<file path="src/rtl/cordic_coef_seq_if.sv">
// Handshake bundle between the CORDIC coefficient sequencer (master) and
// the iterative CORDIC datapath that consumes (shift, coefficient) pairs (slave).
interface cordic_coef_seq_if #(
  parameter int WIDTH = 16,
  parameter int SHW   = 5
);
  logic             start;
  logic             abort;
  logic [1:0]       mode;
  logic             busy;
  logic             out_valid;
  logic             out_ready;
  logic [SHW-1:0]   out_shift;
  logic [WIDTH-1:0] out_coef;
  logic             out_last;
  logic             done;
  logic             mode_err;

  modport master (
    input  start, abort, mode, out_ready,
    output busy, out_valid, out_shift, out_coef, out_last, done, mode_err
  );

  modport slave (
    output start, abort, mode, out_ready,
    input  busy, out_valid, out_shift, out_coef, out_last, done, mode_err
  );
endinterface

</file>
<file path="src/rtl/cordic_coef_seq.sv">
// CORDIC coefficient sequencer: streams one (shift k, f(2^-k)) pair per iteration
// for linear, circular or hyperbolic mode over a valid/ready handshake.
module cordic_coef_seq #(
  parameter int WIDTH  = 16,
  parameter int FRAC   = 10,
  parameter int N_ITER = 16,
  parameter int SHW    = 5
) (
  input  logic                clk,
  input  logic                rst,
  cordic_coef_seq_if.master   bus
);

  // Repeat index runs 4, 13, 40, 121 - wider than the shift field.
  localparam int REPW = SHW + 3;

  localparam logic [1:0] M_LIN  = 2'b00;
  localparam logic [1:0] M_CIRC = 2'b01;
  localparam logic [1:0] M_HYP  = 2'b10;
  localparam logic [1:0] M_RSVD = 2'b11;

  typedef enum logic [1:0] {
    S_IDLE,
    S_LOAD,
    S_RUN,
    S_FIN
  } state_t;

  // NOTE: the coefficient tables are elaboration-time constants, so they carry no reset.
  logic [WIDTH-1:0] rom_lin  [N_ITER+1];
  logic [WIDTH-1:0] rom_circ [N_ITER+1];
  logic [WIDTH-1:0] rom_hyp  [N_ITER+1];

  localparam real SCALE = real'(2 ** FRAC);

  for (genvar k = 0; k <= N_ITER; k++) begin : g_rom
    localparam real X   = 1.0 / (2.0 ** k);
    // atanh(1) is infinite; the hyperbolic k=0 slot is never addressed.
    localparam real XH  = (k == 0) ? 0.5 : X;
    localparam int  LIN = $rtoi(X * SCALE + 0.5);
    localparam int  CIR = $rtoi($atan(X) * SCALE + 0.5);
    localparam int  HYP = (k == 0) ? 0 : $rtoi($atanh(XH) * SCALE + 0.5);
    assign rom_lin[k]  = WIDTH'(LIN);
    assign rom_circ[k] = WIDTH'(CIR);
    assign rom_hyp[k]  = WIDTH'(HYP);
  end

  state_t           state_q, state_d;
  logic [1:0]       mode_q, mode_d;
  logic [SHW-1:0]   k_q, k_d;       // shift of the next pair to fetch
  logic             dup_q, dup_d;   // current k already emitted once (hyperbolic repeat)
  logic [REPW-1:0]  rep_q, rep_d;
  logic [SHW-1:0]   cnt_q, cnt_d;   // transfers completed this run
  logic [SHW-1:0]   shift_q, shift_d;
  logic [WIDTH-1:0] coef_q, coef_d;
  logic             mode_err_q, mode_err_d;

  logic             load;
  logic             last_pair;
  logic             rep_hit;
  logic [WIDTH-1:0] rom_rd;

  assign last_pair = (cnt_q == SHW'(N_ITER - 1));
  assign rep_hit   = (mode_q == M_HYP) && (REPW'(k_q) == rep_q);

  always_comb begin
    rom_rd = '0;
    case (mode_q)
      M_LIN:   rom_rd = rom_lin[k_q];
      M_CIRC:  rom_rd = rom_circ[k_q];
      M_HYP:   rom_rd = rom_hyp[k_q];
      default: rom_rd = '0;
    endcase
  end

  always_comb begin
    // NOTE: every signal gets a default first, so no path leaves a latch behind.
    state_d    = state_q;
    mode_d     = mode_q;
    k_d        = k_q;
    dup_d      = dup_q;
    rep_d      = rep_q;
    cnt_d      = cnt_q;
    shift_d    = shift_q;
    coef_d     = coef_q;
    mode_err_d = 1'b0;
    load       = 1'b0;

    case (state_q)
      S_IDLE: begin
        // abort has no meaning here, so a simultaneous start always wins.
        if (bus.start) begin
          if (bus.mode == M_RSVD) begin
            mode_err_d = 1'b1;
          end else begin
            state_d = S_LOAD;
            mode_d  = bus.mode;
            k_d     = (bus.mode == M_HYP) ? SHW'(1) : '0;
            dup_d   = 1'b0;
            rep_d   = REPW'(4);
            cnt_d   = '0;
          end
        end
      end
      S_LOAD: begin
        if (bus.abort) begin
          state_d = S_IDLE;
        end else begin
          load    = 1'b1;
          state_d = S_RUN;
        end
      end
      S_RUN: begin
        if (bus.abort) begin
          state_d = S_IDLE;
        end else if (bus.out_ready) begin
          if (last_pair) begin
            state_d = S_FIN;
          end else begin
            cnt_d = cnt_q + SHW'(1);
            load  = 1'b1;
          end
        end
      end
      S_FIN: begin
        state_d = S_IDLE;
      end
      default: begin
        state_d = S_IDLE;
      end
    endcase

    // The next shift is always precomputed, so each transfer reloads the
    // output register straight from the table with no bubble.
    if (load) begin
      shift_d = k_q;
      coef_d  = rom_rd;
      if (rep_hit && !dup_q) begin
        dup_d = 1'b1;
      end else begin
        k_d   = k_q + SHW'(1);
        dup_d = 1'b0;
        if (rep_hit) begin
          rep_d = rep_q + (rep_q << 1) + REPW'(1);
        end
      end
    end
  end

  // NOTE: sequential state uses non-blocking assignments only.
  always_ff @(posedge clk or posedge rst) begin
    if (rst) begin
      state_q    <= S_IDLE;
      mode_q     <= '0;
      k_q        <= '0;
      dup_q      <= 1'b0;
      rep_q      <= '0;
      cnt_q      <= '0;
      shift_q    <= '0;
      coef_q     <= '0;
      mode_err_q <= 1'b0;
    end else begin
      state_q    <= state_d;
      mode_q     <= mode_d;
      k_q        <= k_d;
      dup_q      <= dup_d;
      rep_q      <= rep_d;
      cnt_q      <= cnt_d;
      shift_q    <= shift_d;
      coef_q     <= coef_d;
      mode_err_q <= mode_err_d;
    end
  end

  assign bus.busy      = (state_q == S_LOAD) || (state_q == S_RUN);
  assign bus.out_valid = (state_q == S_RUN);
  assign bus.out_shift = shift_q;
  assign bus.out_coef  = coef_q;
  assign bus.out_last  = (state_q == S_RUN) && last_pair;
  assign bus.done      = (state_q == S_FIN);
  assign bus.mode_err  = mode_err_q;

endmodule

</file>
<file path="src/flat_wrapper.sv">
// flat-port wrapper written by rule: the top's interface ports become plain ports
module cordic_coef_seq_flat 
#(
  parameter int WIDTH  = 16,
  parameter int FRAC   = 10,
  parameter int N_ITER = 16,
  parameter int SHW    = 5
)
  (clk, rst, bus_start, bus_abort, bus_mode, bus_out_ready, bus_busy, bus_out_valid, bus_out_shift, bus_out_coef, bus_out_last, bus_done, bus_mode_err);
  cordic_coef_seq_if #(.WIDTH(WIDTH), .SHW(SHW)) bus_i ();
  input  logic clk;
  input  logic rst;
  input wire logic [$bits(bus_i.start)-1:0] bus_start;
  input wire logic [$bits(bus_i.abort)-1:0] bus_abort;
  input wire logic [$bits(bus_i.mode)-1:0] bus_mode;
  input wire logic [$bits(bus_i.out_ready)-1:0] bus_out_ready;
  output wire logic [$bits(bus_i.busy)-1:0] bus_busy;
  output wire logic [$bits(bus_i.out_valid)-1:0] bus_out_valid;
  output wire logic [$bits(bus_i.out_shift)-1:0] bus_out_shift;
  output wire logic [$bits(bus_i.out_coef)-1:0] bus_out_coef;
  output wire logic [$bits(bus_i.out_last)-1:0] bus_out_last;
  output wire logic [$bits(bus_i.done)-1:0] bus_done;
  output wire logic [$bits(bus_i.mode_err)-1:0] bus_mode_err;
  assign bus_i.start = bus_start;
  assign bus_i.abort = bus_abort;
  assign bus_i.mode = bus_mode;
  assign bus_i.out_ready = bus_out_ready;
  assign bus_busy = bus_i.busy;
  assign bus_out_valid = bus_i.out_valid;
  assign bus_out_shift = bus_i.out_shift;
  assign bus_out_coef = bus_i.out_coef;
  assign bus_out_last = bus_i.out_last;
  assign bus_done = bus_i.done;
  assign bus_mode_err = bus_i.mode_err;
  cordic_coef_seq #(.WIDTH(WIDTH), .FRAC(FRAC), .N_ITER(N_ITER), .SHW(SHW)) u_core (.clk(clk), .rst(rst), .bus(bus_i));
endmodule
</file>
<file path="config.mk">
export PLATFORM = sky130hd
export DESIGN_NAME = cordic_coef_seq_flat
export DESIGN_NICKNAME = d
export VERILOG_FILES = /design/src/rtl/cordic_coef_seq_if.sv /design/src/rtl/cordic_coef_seq.sv /design/src/flat_wrapper.sv
export SDC_FILE = /design/constraint.sdc
export NUM_CORES = 1
export LEC_CHECK = 0
export BUFFER_PORTS_ARGS = -buffer_cell sky130_fd_sc_hd__buf_2
export CELL_PAD_IN_SITES_DETAIL_PLACEMENT = 0
export CELL_PAD_IN_SITES_GLOBAL_PLACEMENT = 2
export CORE_MARGIN = 5
export CORE_UTILIZATION = 32
export CTS_CLUSTER_DIAMETER = 40
export DETAILED_ROUTE_END_ITERATION = 12
export PLACE_DENSITY = 0.84
export SLEW_MARGIN = 15
export SYNTH_ARGS = -nofsm -noshare
export SYNTH_HDL_FRONTEND = slang
export SYNTH_SLANG_ARGS = --single-unit
export TNS_END_PERCENT = 100
</file>
<file path="constraint.sdc">
create_clock -name clk -period 2.14 [get_ports clk]
set_clock_uncertainty 0.2 [all_clocks]
set_input_delay 0.321 -clock clk [delete_from_list [all_inputs] [get_ports clk]]
set_output_delay 0.321 -clock clk [all_outputs]
set_load 0.1 [all_outputs]
</file>
==> results.json, run 1 <==
{
  "outcome": "finished with violations",
  "violations": "negative setup slack",
  "nets": 369,
  "seq_area_um2": 1000,
  "fin_ws_ps": -102,
  "n_antenna_cell": 0,
  "drtPass1Iterations": 4,
  "grt_first_pass_wirelength_mm": 10.3,
  "place_inst": 428,
  "use_met2_pct": 21.0,
  "totalPowerFinal_mw": 4.17,
  "slew_headroom_pct": 64.5,
  "rrSetupSlack_ps": -100,
  "core-area_um2": 7810,
  "p_leak_nw": 1.52,
  "ys_warn_count": 0,
  "timing.final.crit_share_pct": 105,
  "place_ws_ps": -157,
  "final_area_um2": 3270,
  "fp.dieH_um": 99.8,
  "grt.total_usage_pct": 12.7,
  "r2r-start": "u_core.cnt_q[0]",
  "async_flop_share_pct": 100,
  "portBuffers": 27,
  "fin_cells": 442,
  "grtUsageMet1_pct": 16.8,
  "required_ps": 2130,
  "initial_core_util_pct": 33.1,
  "cpLargestDelayFamily": "compound AO/OA/AOI/OAI gates",
  "critPathSlowestCell": "dfrtp_1",
  "critPathBufInv": 1,
  "cts.sink_count": 40,
  "worst_pin_slew_ps": 532,
  "grt_pass1_vias": 2190,
  "drive_gt1_share_pct": 28.5,
  "drc": 0,
  "crit_path_end_kind": "register",
  "rows": 32,
  "layout_min_cycle_time_ps": 2240,
  "cp-endpoint": "u_core.k_q[3]",
  "peakVddDrop_mv": 0.410,
  "clockBufferDepth": 2,
  "crit_chain": "ha_2 > and3_4 > ha_4 > and3b_2 > buf_6 > o21a_4 > o31ai_4 > mux2_4 > a21o_1",
  "path_clk_slew_ps": 80,
  "rsz0062_at_grt": "true",
  "root_buffer": "clkbuf_8",
  "dieArea_um2": 9970,
  "wirelength_mm": 6.04,
  "cp-start-kind": "register",
  "hold_viol_final": 0,
  "clock_latency_ps": 290,
  "grt-ovfl-total": 0,
  "critical_path_class": "reg -> reg",
  "dr_total_vias": 2156,
  "synth-seq-cells": 40,
  "ys.flop_type": "dfrtp_1",
  "synth_edf_count": 0,
  "rr_worst_depth": 9,
  "synth_area_um2": 2580,
  "cap_violations": 0,
  "synth_cell_types": 57,
  "place_congestion": 0.781,
  "vias_per_cell": 4.88,
  "dpl.hpwl_mm": 4.51,
  "grt_max_degree": 41,
  "die_w_um": 99.8,
  "synth_area_per_cell_um2": 9.19,
  "drtIter0Drc": 77,
  "r2r-end": "u_core.k_q[3]",
  "pwr_density_cell_nw_per_um2": 1270,
  "hp-class": "in -> reg",
  "top_usage_layer": "met2",
  "cts-htree-levels": 2,
  "grt_antenna_before_repair": 0,
  "critPathLaunch": "u_core.cnt_q[0]",
  "area_growth_pct": 26.7,
  "use_met3_pct": 2.71,
  "clock.fmax_ghz": 0.446,
  "drt-wirelength-per-cell_um": 13.7,
  "yosysSeqAreaShare_pct": 38.8,
  "syn-instance-count": 281,
  "ios": 33,
  "nFillCells": 772,
  "max_stage_delay_ps": 360,
  "worst-path-max-fanout": 4,
  "postRouteAntennaNets": 0,
  "final-setup-viol-count": 6,
  "multi_input_area_um2": 1520,
  "postPlaceCellArea_um2": 3050,
  "maxSlewViolCount": 0,
  "numCtsBuffers": 5,
  "critPathArrivalTime_ps": 2230,
  "path_depth": 9,
  "tritoncts": "built"
}
state kept, by name (all words and copies together) (netlist names):
register and cells:
u_core.bus.out_coef 11, u_core.rep_q 8, u_core.state_q 2, u_core.bus.mode_err 1
u_core.mode_q 2, u_core.bus.out_shift 5, u_core.k_q 5, u_core.cnt_q 5
u_core.dup_q 1
where the power goes:
group          switching, mW  leakage, nW  internal (mW)  total [mW]
logic                   1.81        0.939          0.701        2.52
registers              0.103        0.530          0.931        1.03
clock network          0.272       0.0552          0.347       0.619
metrics by stage:
stage          utilization (%)  hold slack (ps)  TNS, ps
6_report                  41.9             98.1     -288
2_1_floorplan                -              234     -563
3_5_place_dp              39.1              260    -1050
5_1_grt                   41.9             94.4    -1360
4_1_cts                   41.2             82.3     -147
3_3_place_gp              39.1              256     -643
routing by layer:
metal,share of wire (%),wire (µm),up-vias
met5,0,0,-
met4,0.38,23,0
met3,3.1,188,3
met2,47,2870,24
met1,49,2970,1032
li1,-,-,1097
timing repair:
action | CTS | global route
resized for setup | 9 | 8
endpoints found under the setup margin | 19 | 20
setup buffers | 1 | 4
pin swaps | 5 | 2
hold buffers | 1 | 0
hold endpoints to repair | 40 | 0
cell families (layout without fill, tap and decap cells):
| kind of cell | count (synthesis) | count (layout) | synth area share [%] |
|---|---|---|---|
| simple gates | 94 | 94 | 18.7 |
| flops | 40 | 40 | 38.8 |
| other cells | 1 | 5 | 0.145 |
| fa+ha+maj | 23 | 23 | 11.4 |
| compound gates | 77 | 77 | 19.8 |
| xor+xnor | 7 | 7 | 2.66 |
| buf+inv | 34 | 89 | 6.59 |
| mux | 5 | 5 | 1.99 |
cell usage in the layout, fill, tap and decap left out, types with 4 or more instances in the layout:
cell       n
ha_1      18
a21oi_1   14
xnor2_1    4
nor2_1    19
a22o_1     4
nand2_1   36
nand3_1   10
dfrtp_1   38
clkbuf_8   5
conb_1     5
nand3b_1   5
inv_1     16
buf_4     32
buf_2     26
or3_1      4
o21ai_0   25
layout make-up:
| type | count | share of cell area, % |
|---|---|---|
| multi-input cells | 211 | 46.3 |
| flip-flops and latches | 40 | 30.7 |
| repair buffers | 64 | 13.9 |
| well taps | 102 | 3.90 |
| clock buffers | 6 | 2.22 |
| inverters | 17 | 1.95 |
| clock inverters | 2 | 1.07 |
cell usage after synthesis (2+ instances only):
cell | n | area [µm²]
clkbuf_1 | 7 | 26.3
a31oi_1 | 2 | 12.5
buf_4 | 7 | 52.6
inv_1 | 17 | 63.8
nand2_1 | 36 | 135
or3_1 | 4 | 25.0
nor2b_1 | 4 | 25.0
nor2_1 | 19 | 71.3
nand3b_1 | 5 | 37.5
ha_1 | 22 | 275
o22ai_1 | 2 | 12.5
buf_6 | 2 | 22.5
a22o_1 | 4 | 35.0
nand2b_1 | 3 | 18.8
xnor2_1 | 4 | 35.0
mux2i_1 | 4 | 40.0
a21oi_1 | 15 | 75.1
nand3_1 | 10 | 50.1
o2111ai_1 | 2 | 17.5
o21a_1 | 4 | 30.0
nor3_1 | 2 | 10.0
xor2_1 | 2 | 17.5
o31ai_1 | 3 | 22.5
o211ai_1 | 3 | 22.5
dfrtp_1 | 40 | 1000
o21ai_0 | 25 | 125
o21ai_2 | 2 | 17.5
o32ai_1 | 2 | 17.5
worst min-delay path by stage:
stage / from / endpoint / depth (start not counted)
global placement: u_core.bus.out_coef[1] / u_core.bus.out_coef[1] / 2
finish: bus_abort / u_core.state_q[1] / 2
floorplan: bus_abort / u_core.state_q[1] / 1
global route: bus_abort / u_core.state_q[1] / 2
CTS: bus_abort / u_core.state_q[1] / 2
detailed placement: u_core.bus.out_coef[1] / u_core.bus.out_coef[1] / 2
No activity file was read; power rests on OpenSTA's default activity.
==> run 2, diff against run 1 <==
--- a/config.mk
+++ b/config.mk
@@ -6,12 +6,13 @@
 export NUM_CORES = 1
 export LEC_CHECK = 0
+export ABC_AREA = 1
 export BUFFER_PORTS_ARGS = -buffer_cell sky130_fd_sc_hd__buf_2
 export CELL_PAD_IN_SITES_DETAIL_PLACEMENT = 0
 export CELL_PAD_IN_SITES_GLOBAL_PLACEMENT = 2
 export CORE_MARGIN = 5
-export CORE_UTILIZATION = 32
+export CORE_UTILIZATION = 31
 export CTS_CLUSTER_DIAMETER = 40
 export DETAILED_ROUTE_END_ITERATION = 12
-export PLACE_DENSITY = 0.84
+export PLACE_DENSITY = 0.82
 export SLEW_MARGIN = 15
 export SYNTH_ARGS = -nofsm -noshare
--- a/constraint.sdc
+++ b/constraint.sdc
@@ -3,3 +3,3 @@
 set_input_delay 0.321 -clock clk [delete_from_list [all_inputs] [get_ports clk]]
 set_output_delay 0.321 -clock clk [all_outputs]
-set_load 0.1 [all_outputs]
+set_load 0.005 [all_outputs]
==> run 2 against run 1 <==
Compared with the run above: the run now ends clean; power shrank 21%; critical path depth grew 3; global-route usage shrank 0.54 points; sequential share of layout area grew 1.1 points; maximum frequency grew 15%; register-to-register slack gained 290 ps; clock power shrank 16%; via count grew 7.8%; wire length grew 4.6%; synthesized cell count grew 27%; largest cell class unchanged.
==> results.json, run 2 <==
{
  "root_buffer": "clkbuf_8",
  "yosysSeqAreaShare_pct": 36.8,
  "grt.total_usage_pct": 12.1,
  "cts.sink_count": 40,
  "fp.dieH_um": 104,
  "drtPass1Iterations": 4,
  "final_cell_mix": "96 x nand2_1, 40 x dfrtp_1, 36 x inv_1, 31 x nor2_1",
  "synth_common_cells": "96 x nand2_1, 40 x dfrtp_1, 37 x inv_1, 32 x nor2_1, 27 x nand3_1",
  "largest_reg_flops": 11,
  "fin_setup_tns_ps": 0,
  "layout_min_cycle_time_ps": 1950,
  "tritoncts": "built",
  "rsz0062_at_grt": "false",
  "hp-class": "in -> reg",
  "drc": 0,
  "maxSlewViolCount": 0,
  "grt_pass1_vias": 2226,
  "routed.top_layer": "met4",
  "place_ws_ps": 87.2,
  "dieArea_um2": 10800,
  "peakVddDrop_mv": 0.268,
  "ys.flop_type": "dfrtp_1",
  "synthTopCellsByArea": "dfrtp_1 37%, nand2_1 13%, ha_1 10%",
  "initial_core_util_pct": 31.5,
  "synth_most_common_cell": "nand2_1",
  "synth-seq-cells": 40,
  "synth_area_um2": 2720,
  "timing.final.crit_share_pct": 91.0,
  "portBuffers": 27,
  "vias_per_cell": 4.58,
  "ios": 33,
  "worst-path-max-fanout": 15,
  "totalPowerFinal_mw": 3.28,
  "critPathArrivalTime_ps": 1980,
  "seq_area_um2": 1000,
  "final_area_um2": 3150,
  "grt-ovfl-total": 0,
  "clock.fmax_ghz": 0.513,
  "multi_input_area_um2": 1490,
  "core-area_um2": 8640,
  "synth_area_per_cell_um2": 7.62,
  "numCtsBuffers": 5,
  "postRouteAntennaNets": 0,
  "p_leak_nw": 1.69,
  "async_flop_share_pct": 100,
  "pwr_density_cell_nw_per_um2": 1040,
  "cap_violations": 0,
  "max_stage_delay_ps": 400,
  "cts-htree-levels": 2,
  "die_w_um": 104,
  "nets": 429,
  "n_antenna_cell": 0,
  "grt_max_degree": 41,
  "critical_path_class": "reg -> reg",
  "clock_latency_ps": 290,
  "yosysTopAreaCell": "dfrtp_1",
  "dpl.hpwl_mm": 4.88,
  "drt-wirelength-per-cell_um": 12.4,
  "synth_edf_count": 0,
  "hold_viol_final": 0,
  "crit_chain": "ha_1 > nand2_1 > nor2_1 > ha_1 > inv_2 > nand3_1 > nand2_2 > nand2_4 > clkinv_8 > nand2_4 > or2_1 > nand2_1",
  "area_growth_pct": 15.9,
  "place_congestion": 0.834,
  "wirelength_mm": 6.32,
  "final_common_cell": "nand2_1",
  "wl_met1_mm": 3.08,
  "drive_gt1_share_pct": 19.3,
  "dr_total_vias": 2325,
  "outcome": "completed",
  "synth_cell_types": 40,
  "ys_warn_count": 0,
  "netlist.area_leader.share_pct": 36.8,
  "path_clk_slew_ps": 80,
  "fin_ws_ps": 192,
  "dr_wl_met2_mm": 2.96,
  "postPlaceCellArea_um2": 3020,
  "clockBufferDepth": 2,
  "drtIter0Drc": 74,
  "critPathSlowestCell": "dfrtp_1",
  "final-setup-viol-count": 0,
  "cp-start-kind": "register",
  "worst_pin_slew_ps": 519,
  "crit_path_end_kind": "register",
  "slew_headroom_pct": 65.4,
  "grt_antenna_before_repair": 0,
  "required_ps": 2170,
  "nFillCells": 946,
  "syn-instance-count": 357,
  "rows": 34,
  "met3_length_um": 179,
  "grt_first_pass_wirelength_mm": 11.0
}
==> run 2: cell types whose count changed after synthesis, sizes merged, moves of 5 or more <==
cell and change:
nor2 +20, clkbuf -5, inv +28, nand3 +19
o21a -5, nand4 +7, nand2 +65
==> run 2: final cells by class <==
type / count / area share [%]
flip-flops and latches: 40 / 31.7
well taps: 108 / 4.28
clock buffers: 6 / 2.62
repair buffers: 41 / 7.81
inverters: 46 / 5.87
clock inverters: 2 / 0.317
multi-input cells: 265 / 47.4
==> run 2: cell families after synthesis <==
logic type / Yosys count / synth area share (%)
DFF: 40 / 36.8
adders and majority gates: 23 / 10.9
xor gates and xnor gates: 8 / 2.57
AOI/OAI and AO/OA: 45 / 9.01
other: 1 / 0.138
and+or+nand+nor: 183 / 31.3
muxes: 1 / 0.368
buffers and inverters: 56 / 8.97
==> run 2: per-layer routing <==
| layer | global-route usage [%] | vias up |
|---|---|---|
| met1 | 16.0 | 1055 |
| met2 | 19.9 | 32 |
| met5 | 0 | - |
| li1 | - | 1230 |
| met4 | 4.07 | 0 |
| met3 | 2.11 | 8 |
==> run 2: worst max-delay path, delay by kind of cell (launching register included) <==
family	cells	cell delay, ps
buffers and inverters	2	160
DFF	1	400
adders and majority gates	2	380
and+or+nand+nor	8	720
==> run 2: path summary, 6_finish.rpt <==
path                                         from                      to  slack, ps  depth (start not counted)
setup / recovery                  u_core.cnt_q[1]           u_core.k_q[2]        190                         12
hold / removal                        bus_mode[0]        u_core.mode_q[0]        100                          3
setup reg to reg                  u_core.cnt_q[1]           u_core.k_q[2]        190                         12
hold reg to reg            u_core.bus.out_coef[1]  u_core.bus.out_coef[1]        280                          2
max in group asynchronous                     rst         u_core.rep_q[7]        890                          4
min in group asynchronous                     rst        u_core.mode_q[0]        490                          4
==> run 2: per-stage QoR <==
step / hold slack, ps / util [%] / cells
after floorplan: 272 / - / 361
after global placement: 259 / 34.9 / 496
after CTS: 89.9 / 36.1 / 505
final: 99.8 / 36.5 / 508
after detailed placement: 263 / 34.9 / 496
after global routing: 121 / 36.5 / 508
==> run 2: power by group <==
group | internal [mW] | switching, mW | total [mW]
logic | 0.614 | 1.02 | 1.63
registers | 0.960 | 0.161 | 1.12
clock network | 0.257 | 0.266 | 0.523
==> run 2: timing repair <==
action | 4_1_cts | 5_1_grt
setup endpoints to repair | 0 | 11
hold endpoints to repair | 40 | 0
setup buffers | 0 | 3
gates resized for setup | 0 | 5
hold buffers | 1 | 0
==> run 3, diff against run 2 <==
--- a/config.mk
+++ b/config.mk
@@ -10,5 +10,5 @@
 export CELL_PAD_IN_SITES_DETAIL_PLACEMENT = 0
 export CELL_PAD_IN_SITES_GLOBAL_PLACEMENT = 2
-export CORE_MARGIN = 5
+export CORE_MARGIN = 4
 export CORE_UTILIZATION = 31
 export CTS_CLUSTER_DIAMETER = 40
==> constraint.sdc (replaced) <==
create_clock -name clk -period 2.14 [get_ports clk]
set_clock_uncertainty 0.2 [all_clocks]
set_input_delay 0.321 -clock clk [delete_from_list [all_inputs] [get_ports clk]]
set_output_delay 0.321 -clock clk [all_outputs]
set_load 0.01 [all_outputs]
==> run 3 against run 2 <==
Compared with the run above: final cell count fell by 0.59%; die area fell by 3.8%; sequential cell count did not move; maximum frequency fell by 1.6%; count of clock-buffer cells in the layout rose by 1; combinational power rose by 9%; register-to-register slack got worse by 30 ps; sequential share of layout area fell by 0.60 points; non-clock buffer count fell by 1; wire length rose by 6.8%; sequential power barely moved; critical path type unchanged; largest cell class unchanged.
==> results.json, run 3 (same netlist as run 2, synthesis figures left out) <==
{
  "outcome": "completed",
  "hold_viol_final": 0,
  "ios": 33,
  "area_growth_pct": 18.2,
  "required_ps": 2160,
  "slew_headroom_pct": 66.5,
  "p_seq_share_pct": 31.2,
  "critPathArrivalTime_ps": 2000,
  "p_leak_nw": 1.71,
  "fin_ws_ps": 160,
  "postPlaceCellArea_um2": 3000,
  "power_frac_comb_pct": 49.5,
  "fin_setup_tns_ps": 0,
  "nets": 429,
  "sw_frac_of_total_pct": 43.8,
  "crit_path_end_kind": "register",
  "cpLargestDelayFamily": "simple AND/OR/NAND/NOR gates",
  "p_int_mw": 2.02,
  "fp.dieH_um": 102,
  "pwr-share-clk_pct": 19.3,
  "grt-ovfl-total": 0,
  "totalPowerFinal_mw": 3.60,
  "largest_reg_flops": 11,
  "multi_input_area_um2": 1520,
  "peakVddDrop_mv": 0.726,
  "n_antenna_cell": 0,
  "postRouteAntennaNets": 0,
  "rows": 33,
  "pwr_density_cell_nw_per_um2": 1120,
  "die_w_um": 102,
  "max_stage_delay_ps": 410,
  "initial_core_util_pct": 32.5,
  "cap_violations": 0,
  "cts.sink_count": 40,
  "clockBufferDepth": 2,
  "critPathSlowestCell": "dfrtp_1",
  "hp-class": "in -> reg",
  "place_congestion": 0.845,
  "nFillCells": 906,
  "grt_antenna_before_repair": 0,
  "grt_pass1_vias": 2314,
  "final_cell_mix": "96 x nand2_1, 40 x dfrtp_1, 36 x inv_1, 31 x nor2_1",
  "drtIter0Drc": 54,
  "drc": 0,
  "core-area_um2": 8380,
  "tritoncts": "built",
  "root_buffer": "clkbuf_8",
  "rsz0062_at_grt": "true",
  "final_common_cell": "nand2_1",
  "path_clk_slew_ps": 80,
  "dpl.hpwl_mm": 5.19,
  "place_ws_ps": 96.5,
  "rrSetupSlack_ps": 160,
  "numCtsBuffers": 5,
  "maxSlewViolCount": 0,
  "cp-start-kind": "register",
  "crit_chain": "ha_2 > nand2_1 > nor2_1 > ha_1 > inv_2 > nand3_1 > nand2_2 > nand2_8 > buf_4 > inv_6 > nor2_1 > a31oi_1",
  "grt_first_pass_wirelength_mm": 11.2,
  "critPathMostFrequentCell": "nor2_1",
  "critPathBufInv": 3,
  "hold_ws_ps": 86.8,
  "final_area_um2": 3220,
  "critical_path_class": "reg -> reg",
  "final-setup-viol-count": 0,
  "drt-wirelength-per-cell_um": 13.4,
  "seq_area_um2": 1000,
  "drtPass1Iterations": 4,
  "dr_total_vias": 2428,
  "p_sw_mw": 1.58,
  "vias_per_cell": 4.81,
  "grt.total_usage_pct": 13.7,
  "dieArea_um2": 10300,
  "portBuffers": 27,
  "grt_max_degree": 23,
  "drive_gt1_share_pct": 19.5,
  "cts-htree-levels": 2,
  "worst_pin_slew_ps": 502,
  "worst-path-max-fanout": 6,
  "clock_latency_ps": 290,
  "timing.final.crit_share_pct": 92.5,
  "wirelength_mm": 6.75,
  "layout_min_cycle_time_ps": 1980,
  "clock.fmax_ghz": 0.505
}
run 3: cell type report:
type / count / area share [%]
clock inverters: 1 / 0.934
flip-flops and latches: 40 / 31.1
repair buffers: 40 / 7.70
well taps: 105 / 4.09
inverters: 46 / 5.76
multi-input cells: 265 / 47.1
clock buffers: 7 / 3.00
repair inverters: 1 / 0.272
run 3: timing repair:
| item | CTS | global route |
|---|---|---|
| buffers inserted | 0 | 3 |
| endpoints found under the hold margin | 10 | 0 |
| resized for setup | 0 | 11 |
| hold buffers | 1 | 0 |
| endpoints found under the setup margin | 0 | 9 |
run 3: worst paths after layout:
path | end | cells past startpoint | startpoint
min in group asynchronous | u_core.k_q[2] | 3 | rst
hold / removal | u_core.mode_q[0] | 3 | bus_mode[0]
setup reg to reg | u_core.bus.out_coef[7] | 12 | u_core.cnt_q[0]
max in group asynchronous | u_core.bus.out_coef[1] | 4 | rst
setup / recovery | u_core.bus.out_coef[7] | 12 | u_core.cnt_q[0]
hold reg to reg | u_core.bus.out_coef[1] | 2 | u_core.bus.out_coef[1]
run 3: power by group through the flow:
stage	clock, mW	combinational, mW	sequential (mW)
4_1_cts	0.716	1.68	1.12
5_1_grt	0.740	2.02	1.15
3_3_place_gp	0	1.67	1.13
6_report	0.692	1.78	1.12
2_1_floorplan	0	1.10	1.17
3_5_place_dp	0	1.67	1.14
run 3: per-layer routing:
metal | global-route usage (%) | share of wire, %
met5 | 0 | 0
met4 | 3.89 | 1.1
met3 | 3.24 | 5.3
met2 | 23.2 | 49
met1 | 17.5 | 45
run 3: stage by stage:
stage                     std cells  util, %
final                           505     38.4
after global routing            505     38.4
after CTS                       501     37.5
after detailed placement        492     35.8
after global placement          492     35.8
after floorplan                 361        -
run 3: worst min-delay path, delay by kind of cell:
family	cells	cell delay (ps)
simple gates	2	140
buf+inv	1	90
